`src/rtl/maluch_mem_pkg.sv`:
```
// Shared types for the memory-port owner: address/word/instruction widths and the fetch queue entry.
package maluch_mem_pkg;

  localparam int unsigned ADDR_SIZE   = 16;
  localparam int unsigned DATA_SIZE   = 16;
  localparam int unsigned INSTR_WORDS = 2;

  typedef logic [ADDR_SIZE-1:0]             addr_t;
  typedef logic [DATA_SIZE-1:0]             word_t;
  typedef logic [INSTR_WORDS*DATA_SIZE-1:0] instr_t;

  typedef struct packed {
    instr_t ins;
    addr_t  pc;
  } fq_entry_t;

endpackage

```
`src/rtl/fetch_unit_if.sv`:
```
// Bus bundle of fetch_unit: memory port, redirect, decode handshake and execute data requests.
interface fetch_unit_if;
  import maluch_mem_pkg::*;

  addr_t  mem_addr;
  logic   mem_write_en;
  word_t  mem_wdata;
  logic   mem_drv_ram;
  instr_t mem_rdata;

  logic   redir_valid;
  addr_t  redir_pc;

  logic   ins_valid;
  logic   ins_ready;
  instr_t ins_data;
  addr_t  ins_pc;

  logic   dreq_valid;
  logic   dreq_ready;
  logic   dreq_we;
  addr_t  dreq_addr;
  word_t  dreq_wdata;
  logic   drsp_valid;
  word_t  drsp_data;

  modport master (
    output mem_addr, mem_write_en, mem_wdata, mem_drv_ram,
    input  mem_rdata,
    input  redir_valid, redir_pc,
    output ins_valid, ins_data, ins_pc,
    input  ins_ready,
    input  dreq_valid, dreq_we, dreq_addr, dreq_wdata,
    output dreq_ready, drsp_valid, drsp_data
  );

  modport slave (
    input  mem_addr, mem_write_en, mem_wdata, mem_drv_ram,
    output mem_rdata,
    output redir_valid, redir_pc,
    input  ins_valid, ins_data, ins_pc,
    output ins_ready,
    output dreq_valid, dreq_we, dreq_addr, dreq_wdata,
    input  dreq_ready, drsp_valid, drsp_data
  );
endinterface

```
`src/rtl/fetch_fifo.sv`:
```
// Instruction queue of QDepth fq_entry_t entries with push/pop/flush; push on a full queue needs a pop.
module fetch_fifo
  import maluch_mem_pkg::*;
#(
  parameter int unsigned QDepth = 2
) (
  input  logic                     clk,
  input  logic                     rst_n,
  input  logic                     i_push,
  input  fq_entry_t                i_push_data,
  input  logic                     i_pop,
  input  logic                     i_flush,
  output fq_entry_t                o_head,
  output logic                     o_valid,
  output logic [$clog2(QDepth):0]  o_count
);
  localparam int unsigned PTR_W = $clog2(QDepth);
  localparam int unsigned CNT_W = PTR_W + 1;

  fq_entry_t        r_mem [QDepth];
  logic [PTR_W-1:0] r_rd_ptr;
  logic [PTR_W-1:0] r_wr_ptr;
  logic [CNT_W-1:0] r_count;
  logic             w_push;
  logic             w_pop;

  assign w_pop  = i_pop & (r_count != '0);
  assign w_push = i_push & ((r_count != CNT_W'(QDepth)) | w_pop);

  // Pointer/occupancy state; flush drops everything including a same-cycle push.
  always_ff @(posedge clk or negedge rst_n) begin
    if (!rst_n) begin
      r_rd_ptr <= '0;
      r_wr_ptr <= '0;
      r_count  <= '0;
    end else if (i_flush) begin
      r_rd_ptr <= '0;
      r_wr_ptr <= '0;
      r_count  <= '0;
    end else begin
      if (w_push) r_wr_ptr <= r_wr_ptr + PTR_W'(1);
      if (w_pop)  r_rd_ptr <= r_rd_ptr + PTR_W'(1);
      r_count <= r_count + CNT_W'(w_push) - CNT_W'(w_pop);
    end
  end

  always_ff @(posedge clk) begin
    if (w_push && !i_flush) r_mem[r_wr_ptr] <= i_push_data;
  end

  assign o_head  = r_mem[r_rd_ptr];
  assign o_valid = (r_count != '0);
  assign o_count = r_count;

endmodule

```
`src/rtl/fetch_unit.sv`:
```
// Instruction prefetcher and sole owner of the memory address port; execute data ops win arbitration.
// Optional FETCH_PERF_EN adds saturating fetch-issue and empty-queue stall counters.
module fetch_unit
  import maluch_mem_pkg::*;
#(
  parameter int unsigned QDepth = 2
) (
  input  logic         clk,
  input  logic         rst_n,
  fetch_unit_if.master bus
`ifdef FETCH_PERF_EN
  ,
  output logic [31:0]  perf_fetch_cnt,
  output logic [31:0]  perf_stall_cnt
`endif
);
  localparam int unsigned CNT_W   = $clog2(QDepth) + 1;
  localparam addr_t       PC_STEP = ADDR_SIZE'(INSTR_WORDS);

  addr_t            r_pc;
  addr_t            r_fetch_pc;
  addr_t            r_last_addr;
  logic             r_epoch;
  logic             r_fetch_pend;
  logic             r_fetch_epoch;
  logic             r_load_pend;

  logic [CNT_W-1:0] w_count;
  logic [CNT_W-1:0] w_free;
  fq_entry_t        w_head;
  fq_entry_t        w_push_data;
  logic             w_fifo_valid;
  logic             w_redir;
  logic             w_data_op;
  logic             w_push;
  logic             w_pop;
  logic             w_fetch;
  addr_t            w_fetch_pc;
  addr_t            w_mem_addr;
  logic             w_mem_we;
  word_t            w_mem_wdata;

  assign w_redir    = bus.redir_valid;
  assign w_data_op  = bus.dreq_valid;
  assign w_push     = r_fetch_pend & (r_fetch_epoch == r_epoch) & ~w_redir;
  assign w_pop      = w_fifo_valid & bus.ins_ready & ~w_redir;
  assign w_fetch_pc = w_redir ? bus.redir_pc : r_pc;

  // A returning response already owns a slot; a redirect empties the queue and orphans the in-flight fetch.
  assign w_free  = w_redir ? CNT_W'(QDepth) : (CNT_W'(QDepth) - w_count + CNT_W'(w_pop));
  assign w_fetch = ~w_data_op & (w_free > CNT_W'(w_push));

  assign w_push_data.ins = bus.mem_rdata;
  assign w_push_data.pc  = r_fetch_pc;

  // Port arbitration: data op, then fetch, else hold the last address.
  always_comb begin
    w_mem_addr  = r_last_addr;
    w_mem_we    = 1'b0;
    w_mem_wdata = '0;
    if (w_data_op) begin
      w_mem_addr = bus.dreq_addr;
      w_mem_we   = bus.dreq_we;
      if (bus.dreq_we) w_mem_wdata = bus.dreq_wdata;
    end else if (w_fetch) begin
      w_mem_addr = w_fetch_pc;
    end
    if (!rst_n) begin
      w_mem_addr  = '0;
      w_mem_we    = 1'b0;
      w_mem_wdata = '0;
    end
  end

  always_ff @(posedge clk or negedge rst_n) begin
    if (!rst_n) begin
      r_pc          <= '0;
      r_fetch_pc    <= '0;
      r_last_addr   <= '0;
      r_epoch       <= 1'b0;
      r_fetch_pend  <= 1'b0;
      r_fetch_epoch <= 1'b0;
      r_load_pend   <= 1'b0;
    end else begin
      r_pc          <= w_fetch ? (w_fetch_pc + PC_STEP) : w_fetch_pc;
      r_fetch_pc    <= w_fetch_pc;
      r_last_addr   <= w_mem_addr;
      r_epoch       <= r_epoch ^ w_redir;
      r_fetch_pend  <= w_fetch;
      r_fetch_epoch <= r_epoch ^ w_redir;
      r_load_pend   <= w_data_op & ~bus.dreq_we;
    end
  end

  fetch_fifo #(
    .QDepth (QDepth)
  ) u_fifo (
    .clk         (clk),
    .rst_n       (rst_n),
    .i_push      (w_push),
    .i_push_data (w_push_data),
    .i_pop       (w_pop),
    .i_flush     (w_redir),
    .o_head      (w_head),
    .o_valid     (w_fifo_valid),
    .o_count     (w_count)
  );

  assign bus.mem_addr     = w_mem_addr;
  assign bus.mem_write_en = w_mem_we;
  assign bus.mem_wdata    = w_mem_wdata;
  assign bus.mem_drv_ram  = r_load_pend;
  assign bus.dreq_ready   = rst_n;
  assign bus.drsp_valid   = r_load_pend;
  assign bus.drsp_data    = r_load_pend ? bus.mem_rdata[DATA_SIZE-1:0] : '0;
  assign bus.ins_valid    = w_fifo_valid;
  assign bus.ins_data     = w_head.ins;
  assign bus.ins_pc       = w_head.pc;

`ifdef FETCH_PERF_EN
  logic [31:0] r_perf_fetch;
  logic [31:0] r_perf_stall;

  always_ff @(posedge clk or negedge rst_n) begin
    if (!rst_n) begin
      r_perf_fetch <= '0;
      r_perf_stall <= '0;
    end else begin
      if (w_fetch && (r_perf_fetch != '1)) r_perf_fetch <= r_perf_fetch + 32'd1;
      if (!w_fifo_valid && !w_redir && (r_perf_stall != '1)) r_perf_stall <= r_perf_stall + 32'd1;
    end
  end

  assign perf_fetch_cnt = r_perf_fetch;
  assign perf_stall_cnt = r_perf_stall;
`endif

endmodule
```
`src/flat_wrapper.sv`:
```
// flat-port wrapper written by rule: the top's interface ports become plain ports
module fetch_unit_flat import maluch_mem_pkg::*;
#(
  parameter int unsigned QDepth = 2
)
  (clk, rst_n, bus_mem_addr, bus_mem_write_en, bus_mem_wdata, bus_mem_drv_ram, bus_mem_rdata, bus_redir_valid, bus_redir_pc, bus_ins_valid, bus_ins_data, bus_ins_pc, bus_ins_ready, bus_dreq_valid, bus_dreq_we, bus_dreq_addr, bus_dreq_wdata, bus_dreq_ready, bus_drsp_valid, bus_drsp_data);
  fetch_unit_if bus_i ();
  input  logic clk;
  input  logic rst_n;
  output wire logic [$bits(bus_i.mem_addr)-1:0] bus_mem_addr;
  output wire logic [$bits(bus_i.mem_write_en)-1:0] bus_mem_write_en;
  output wire logic [$bits(bus_i.mem_wdata)-1:0] bus_mem_wdata;
  output wire logic [$bits(bus_i.mem_drv_ram)-1:0] bus_mem_drv_ram;
  input wire logic [$bits(bus_i.mem_rdata)-1:0] bus_mem_rdata;
  input wire logic [$bits(bus_i.redir_valid)-1:0] bus_redir_valid;
  input wire logic [$bits(bus_i.redir_pc)-1:0] bus_redir_pc;
  output wire logic [$bits(bus_i.ins_valid)-1:0] bus_ins_valid;
  output wire logic [$bits(bus_i.ins_data)-1:0] bus_ins_data;
  output wire logic [$bits(bus_i.ins_pc)-1:0] bus_ins_pc;
  input wire logic [$bits(bus_i.ins_ready)-1:0] bus_ins_ready;
  input wire logic [$bits(bus_i.dreq_valid)-1:0] bus_dreq_valid;
  input wire logic [$bits(bus_i.dreq_we)-1:0] bus_dreq_we;
  input wire logic [$bits(bus_i.dreq_addr)-1:0] bus_dreq_addr;
  input wire logic [$bits(bus_i.dreq_wdata)-1:0] bus_dreq_wdata;
  output wire logic [$bits(bus_i.dreq_ready)-1:0] bus_dreq_ready;
  output wire logic [$bits(bus_i.drsp_valid)-1:0] bus_drsp_valid;
  output wire logic [$bits(bus_i.drsp_data)-1:0] bus_drsp_data;
  assign bus_mem_addr = bus_i.mem_addr;
  assign bus_mem_write_en = bus_i.mem_write_en;
  assign bus_mem_wdata = bus_i.mem_wdata;
  assign bus_mem_drv_ram = bus_i.mem_drv_ram;
  assign bus_i.mem_rdata = bus_mem_rdata;
  assign bus_i.redir_valid = bus_redir_valid;
  assign bus_i.redir_pc = bus_redir_pc;
  assign bus_ins_valid = bus_i.ins_valid;
  assign bus_ins_data = bus_i.ins_data;
  assign bus_ins_pc = bus_i.ins_pc;
  assign bus_i.ins_ready = bus_ins_ready;
  assign bus_i.dreq_valid = bus_dreq_valid;
  assign bus_i.dreq_we = bus_dreq_we;
  assign bus_i.dreq_addr = bus_dreq_addr;
  assign bus_i.dreq_wdata = bus_dreq_wdata;
  assign bus_dreq_ready = bus_i.dreq_ready;
  assign bus_drsp_valid = bus_i.drsp_valid;
  assign bus_drsp_data = bus_i.drsp_data;
  fetch_unit #(.QDepth(QDepth)) u_core (.clk(clk), .rst_n(rst_n), .bus(bus_i));
endmodule
```
`config.mk`:
```
export PLATFORM = sky130hd
export DESIGN_NAME = fetch_unit_flat
export DESIGN_NICKNAME = d
export VERILOG_FILES = /design/src/rtl/maluch_mem_pkg.sv /design/src/rtl/fetch_unit_if.sv /design/src/rtl/fetch_fifo.sv /design/src/rtl/fetch_unit.sv /design/src/flat_wrapper.sv
export SDC_FILE = /design/constraint.sdc
export NUM_CORES = 1
export LEC_CHECK = 0
export CAP_MARGIN = 40
export CORE_ASPECT_RATIO = 1.75
export CORE_MARGIN = 2
export CORE_UTILIZATION = 51
export CTS_CLUSTER_DIAMETER = 60
export DETAILED_ROUTE_END_ITERATION = 10
export PLACE_DENSITY = 0.87
export SYNTH_ARGS = -nofsm -noshare
export SYNTH_HDL_FRONTEND = slang
export SYNTH_HIERARCHICAL = 1
export SYNTH_SLANG_ARGS = --single-unit
```
`constraint.sdc`:
```
create_clock -name clk -period 9.36 [get_ports clk]
set_input_delay 1.872 -clock clk [delete_from_list [all_inputs] [get_ports clk]]
set_output_delay 1.872 -clock clk [all_outputs]
set_load 0.05 [all_outputs]
```
==> run metrics <==
Post-CTS Setup Bufs 0; dpl hpwl 9910 um; status complete, no violations; TritonCTS buffer count 17; worst hold slack 443 ps; Initial DRT Pass Iterations 4; Clock Skew 6.97 ps; post-synthesis register bit count 149; MaxCap Viol Count 0; H-tree levels 4; overall power 1.64 mW; Yosys cell types 42; R2R Setup Slk 5870 ps; worst-skew pair later-pin latency 410 ps; max_slew headroom 41.5%; Slew Limit Fails 0; Crit path arrival time around 5900 ps; Detail Route Antenna Nets 0; Slew @ Worst Pin between 800 and 900 ps; Synth area leader edfxtp_1; Post-synth ARST share between 30% and 40%; GPL Wtd Cong 0.820; first-pass GRT wire length 21,100 um; sequential area share after synthesis 66.2%; Initial Utilization roughly 52%; Final #Nets between 700 and 800; largest net degree at the start of global routing ~50; total die area 13,400 sq um; DIE WIDTH 88.4 um; global route total overflow 0; RSZ-0062 raised after global routing false; Clock Pin Slew Worst Setup and Hold Paths 60 ps; final hold vios 0; post-CTS resize count 0; CTS tree yes; Layout Area Growth over Synthesis 40.3%; Worst Path Required around 7500 ps; DR DRC count 0; Post-Syn Instances 433; worst min path class flop to flop; VDD IR max about 0.13 mV; critical path fanouts, max 40; Pwr Density roughly 180 nW/um^2; Die Span Y 152 um; Pleak 3.30 nW; IO Count 187; core box area 12,300 sq um; fin crit share between 80% and 90%; total number of vias 4,208; met2 WL 7480 um; vias per cell 5.23; top cells by area, synth edfxtp_1 45%, dfrtp_1 21%, mux2_2 10%, and2_1 3.2%, xnor2_1 1.9%; EDFF count, synth 96; clock sinks approximately 150; Filler Cells Inserted 832; crit end category output port; # diodes 0; Yosys warning count 6; Port Buffer Count 186; # hold bufs at CTS 0; met1 wire length 4740 um; Max clock buf depth 2; Synth Net Count 523; Tmin final between 7000 and 8000 ps; Root Driver clkbuf_16; Setup TNS 0 ps; syn avg cell area 14.7 sq um; FMAX around 130 MHz; synthesized cell area roughly 6400 sq um; Top FF cell, synth edfxtp_1; Overall Global Routing Usage 21.0%; antenna violations before repair 0; layout cell share with drive strength beyond 1 17.3%; Worst Setup Path Type input port to output port; final setup vio count 0; Routed WL per cell 17.1 um; Iter 0 DRT Violations between 100 and 150; Site Rows 54; Synth top area share ~45%; top layer in use met4; routed wire length 13,800 um; DR WL met3 about 1200 um; vias in the first global route 4,397; critical path launch point type input port
-- cells in the mapped netlist, types with 2 or more instances --
| library cell | n |
|---|---|
| nand3_1 | 8 |
| ha_1 | 4 |
| edfxtp_1 | 96 |
| a21boi_0 | 7 |
| nand2_1 | 24 |
| and3_1 | 2 |
| mux2_2 | 57 |
| buf_2 | 4 |
| a31oi_1 | 7 |
| nor3_1 | 10 |
| a21boi_1 | 9 |
| buf_6 | 4 |
| nand4b_1 | 2 |
| o21ai_0 | 11 |
| nand4_1 | 5 |
| mux2i_1 | 8 |
| and2_1 | 32 |
| or2_2 | 3 |
| inv_1 | 20 |
| dfrtp_1 | 53 |
| xnor2_1 | 14 |
| clkbuf_1 | 8 |
| buf_4 | 5 |
| nor2b_1 | 6 |
| a21oi_1 | 7 |
| nor2_1 | 3 |
| a211o_1 | 9 |
-- power by group --
part	internal (mW)	total (mW)	switching (mW)	leakage, nW
combinational	0.108	0.266	0.158	1.52
sequential	0.744	0.762	0.0182	1.52
clock	0.344	0.615	0.271	0.255
-- flip-flops by register name, indices dropped and copies added (netlist names) --
| register | cells |
|---|---|
| u_core/u_fifo/r_mem | 96 |
| u_core/r_fetch_pc | 16 |
| u_core/r_last_addr | 16 |
| u_core/r_pc | 15 |
| u_core/u_fifo/o_count | 2 |
| u_core/bus.drsp_valid | 1 |
| u_core/r_fetch_pend | 1 |
| u_core/u_fifo/r_rd_ptr | 1 |
| u_core/u_fifo/r_wr_ptr | 1 |
-- per-layer routing --
metal,global-route usage (%),vias up
li1,-,1962
met1,21.0,2010
met2,38.3,208
met3,7.64,28
met4,8.41,0
met5,0,-
-- path summary, 6_finish.rpt --
kind,to,from,cells after the start
hold reg to reg,u_core/u_fifo/r_mem[1][14]$_DFFE_PP_,u_core/r_fetch_pc[14]$_DFF_PN0_,0
setup / recovery,bus_mem_addr[4],bus_redir_valid,11
min in group asynchronous,u_core/r_last_addr[2]$_DFF_PN0_,rst_n,1
hold / removal,u_core/u_fifo/r_mem[1][14]$_DFFE_PP_,u_core/r_fetch_pc[14]$_DFF_PN0_,0
setup reg to reg,u_core/r_last_addr[4]$_DFF_PN0_,u_core/u_fifo/o_count[1]$_DFF_PN0_,10
max in group asynchronous,u_core/r_fetch_pc[9]$_DFF_PN0_,rst_n,2
-- final cells by class --
class / instances / area (sq um) / share of cell area [%]
multi-input cells: 243 / 1950 / 21.8
inverters: 20 / 75.1 / 0.842
repair buffers: 193 / 1920 / 21.6
flip-flops and latches: 149 / 4210 / 47.2
clock inverters: 15 / 121 / 1.36
well taps: 168 / 210 / 2.36
clock buffers: 17 / 425 / 4.77
-- placed cells by master, fill, tap and decap left out, drive strengths merged, types with 5 or more instances in the layout --
| master | n |
|---|---|
| and2 | 32 |
| clkbuf | 17 |
| nor3 | 10 |
| a31oi | 7 |
| mux2i | 8 |
| o21ai | 11 |
| xnor2 | 14 |
| edfxtp | 96 |
| a21oi | 7 |
| nand3 | 8 |
| buf | 8 |
| nand2 | 25 |
| inv | 26 |
| nor2b | 6 |
| nand4 | 5 |
| a211o | 9 |
| mux2 | 58 |
| dfrtp | 53 |
| a21boi | 16 |
| clkinv | 5 |
| clkdlybuf4s50 | 185 |
-- per-stage QoR --
step                      worst slack [ps]  area, sq um  cells  util (%)
final                                 1580         8910    805      72.5
after global routing                  1440         8910    805      72.5
after CTS                             1580         8910    805      72.5
after detailed placement              1580         8360    773      68.0
after global placement                1710         8340    771      67.8
after floorplan                       2290         6350    433         -
-- cell families after synthesis --
group | after synthesis | synth area share (%)
compound gates | 58 | 6.87
fa+ha+maj | 4 | 0.788
flops | 149 | 66.2
xor+xnor | 16 | 2.50
simple gates | 99 | 8.78
buf+inv | 41 | 3.27
mux | 66 | 11.5
-- worst max-delay path, cell delays in order --
cell and delay (ps):
clkdlybuf4s50_1 390, buf_4 260, or2_2 370, ha_1 280, or2_2 270, ha_1 290, o21bai_1 710, nor2_1 280
o21ai_0 270, a21boi_0 170, clkdlybuf4s50_1 740
Power figures use the tool's default switching activity.
==> RTL change: new RTL, same flow settings <==
The package constant `DATA_SIZE` goes from 16 to 32.
--- a/src/rtl/maluch_mem_pkg.sv
+++ b/src/rtl/maluch_mem_pkg.sv
@@ -2,7 +2,7 @@
 package maluch_mem_pkg;
 
   localparam int unsigned ADDR_SIZE   = 16;
-  localparam int unsigned DATA_SIZE   = 16;
+  localparam int unsigned DATA_SIZE   = 32;
   localparam int unsigned INSTR_WORDS = 2;
 
   typedef logic [ADDR_SIZE-1:0]             addr_t;
Interface: changed (5 resized); port bits go from 187 to 299. No check against the original RTL was run, so the function may have changed too.
==> RTL change against the unedited design <==
- setup slack better by 320 ps
- clock power rose by 27%
- register-to-register slack gained 150 ps
- cell area is 44% higher
- via count increased by 35%
- sequential cell count up 64
- largest cell class unchanged
- routed wire length is 49% higher
- critical path depth did not move
- power increased by 37%
- area after synthesis rose by 41%
- critical endpoint is now bus_mem_addr[15]
- non-clock buffer count up 115
==> RTL change: results (changes against the unedited design) <==
Clocking
  • Skew-Pair Late Insertion Delay: 480 ps (+70 ps)
  • Post-CTS Resized: 0 (unchanged)
  • # H-tree levels: 1 (-3)
  • CTS clk-pin slew, worst paths: 70 ps
  • Max clock buf depth: 3 (+1)
  • Num CTS Buffers: 19 (+2)

Setup path
  • Critical path startpoint: bus_ins_ready
  • Critical Path End: bus_mem_addr[15]
  • CP arrival: 5590 ps (-320 ps)
  • Flop2flop setup slack: 6020 ps (+150 ps)
  • Top cell family by delay on the critical path: buffers and inverters
  • Reg2reg end: u_core/r_pc[13]
  • Crit Path Max Fanout: 12 (-70%)
  • Crit path largest cell delay: 840 ps (+100 ps)

Global route
  • Initial antenna violation count: 0 (unchanged)
  • Vias in the first global route: 5954 (+35%)
  • First-pass GRT wire length: 30970 um (+47%)
  • Largest net degree at the start of global routing: 72 (+47%)
  • Total track usage: 21.38% (+0.41 points)

Layout
  • # fillers: 1112 (+34%)
  • Leading registers by flop count: u_core/u_fifo/r_mem x160, u_core/r_fetch_pc x16, u_core/r_last_addr x16
  • Nets@finish: 1006 (+41%)
  • Share of cells above drive strength 1: 17.39% (+0.12 points)
  • Inserted Diodes: 0 (unchanged)

STA
  • Slew headroom: 38.05% (-3.4 points)
  • Max Clock Skew: 10.09 ps (+3.121 ps)

Pwr
  • Leak: 4.610 nW (+40%)
  • Clock power share: 34.8% (-2.6 points)
  • Clk pwr: 0.780 mW (+27%)
  • Internal power: 1.677 mW (+40%)
  • Reported combinational group power: 0.372 mW (+40%)
  • Peak supply drop: 152.9 uV (+14%)

Place
  • Hpwl dp: 14970 um (+51%)
  • GP Congestion: 0.8407 (+2.5%)
  • I/O Buffers: 298 (+60%)

Logic synthesis
  • Compound-Gate Fraction of Synth Area: 5.200% (-1.7 points)
  • Synth top cells by count: edfxtp_1, mux2_2, and2_1, dfrtp_1, nand2_1
  • Synth Area in XOR/XNOR: 1.775% (-0.73 points)
  • Unique cell type count in the Yosys netlist: 49 (+17%)
  • Asr flop ratio synth: 24.88% (-11 points)
  • Top post-synthesis cells by area: edfxtp_1, dfrtp_1, mux2_2
  • Post-synth EDFFs: 160 (+67%)
  • Register area share after synthesis: 68.49% (+2.2 points)
  • Mux contribution to synthesized area: 12.33% (+0.79 points)
  • Post-synth net total: 706 (+35%)
  • Synth Area in Adders: 0.5591% (-0.23 points)

Route
  • TritonRoute pass-1 iters: 4 (unchanged)
  • DR iter-0 viols: 205 (+38%)
  • Via count: 5697 (+35%)
  • Routed WL: 20470 um (+49%)

Worst hold path
  • Worst min-delay path startpoint: u_core/r_fetch_pc[3]
  • Hold EP: u_core/u_fifo/r_mem[0][3]

Status
  • Status: finished, final reports clean
[RTL change: changes by cell type in the layout (fill, tap and decap cells not counted), moves of 4 or more]
cell	unedited run	this run
a21boi_1	9	0
a21boi_2	0	10
and2_1	32	65
clkdlybuf4s50_1	185	297
clkinv_1	1	6
clkinv_4	4	0
edfxtp_1	96	160
inv_6	6	0
mux2_2	57	86
nor3_1	9	13
o21ai_0	11	7
[RTL change: per-layer routing]
| metal | GRT usage (%) | up-vias | wire, um |
|---|---|---|---|
| met4 | 10.53 | 0 | 924 |
| li1 | - | 2681 | - |
| met5 | 0 | - | 0 |
| met3 | 3.562 | 44 | 1236 |
| met1 | 21.33 | 2716 | 6783 |
| met2 | 42.30 | 256 | 11520 |
[RTL change: metrics by stage]
| step | instance area, um2 | instances | hold slack, ps | worst slack (ps) | util (%) |
|---|---|---|---|---|---|
| 2_1_floorplan | 8951 | 568 | 420.4 | 104.6 | - |
| 3_3_place_gp | 12110 | 1075 | 420.9 | 1914 | 69.66 |
| 3_5_place_dp | 12190 | 1078 | 428.9 | 1861 | 70.14 |
| 4_1_cts | 12820 | 1111 | 444.8 | 1857 | 73.76 |
| 5_1_grt | 12820 | 1111 | 454.5 | 1714 | 73.76 |
| 6_report | 12820 | 1111 | 442.8 | 1899 | 73.76 |
[RTL change: layout make-up]
type / instances / area share [%]
Clock buffer: 19 / 3.709
Clock inverter: 14 / 1.201
Inverter: 19 / 0.5564
Multi-Input combinational cell: 307 / 20.13
Sequential cell: 213 / 47.86
Tap cell: 231 / 2.255
Timing Repair Buffer: 308 / 24.29
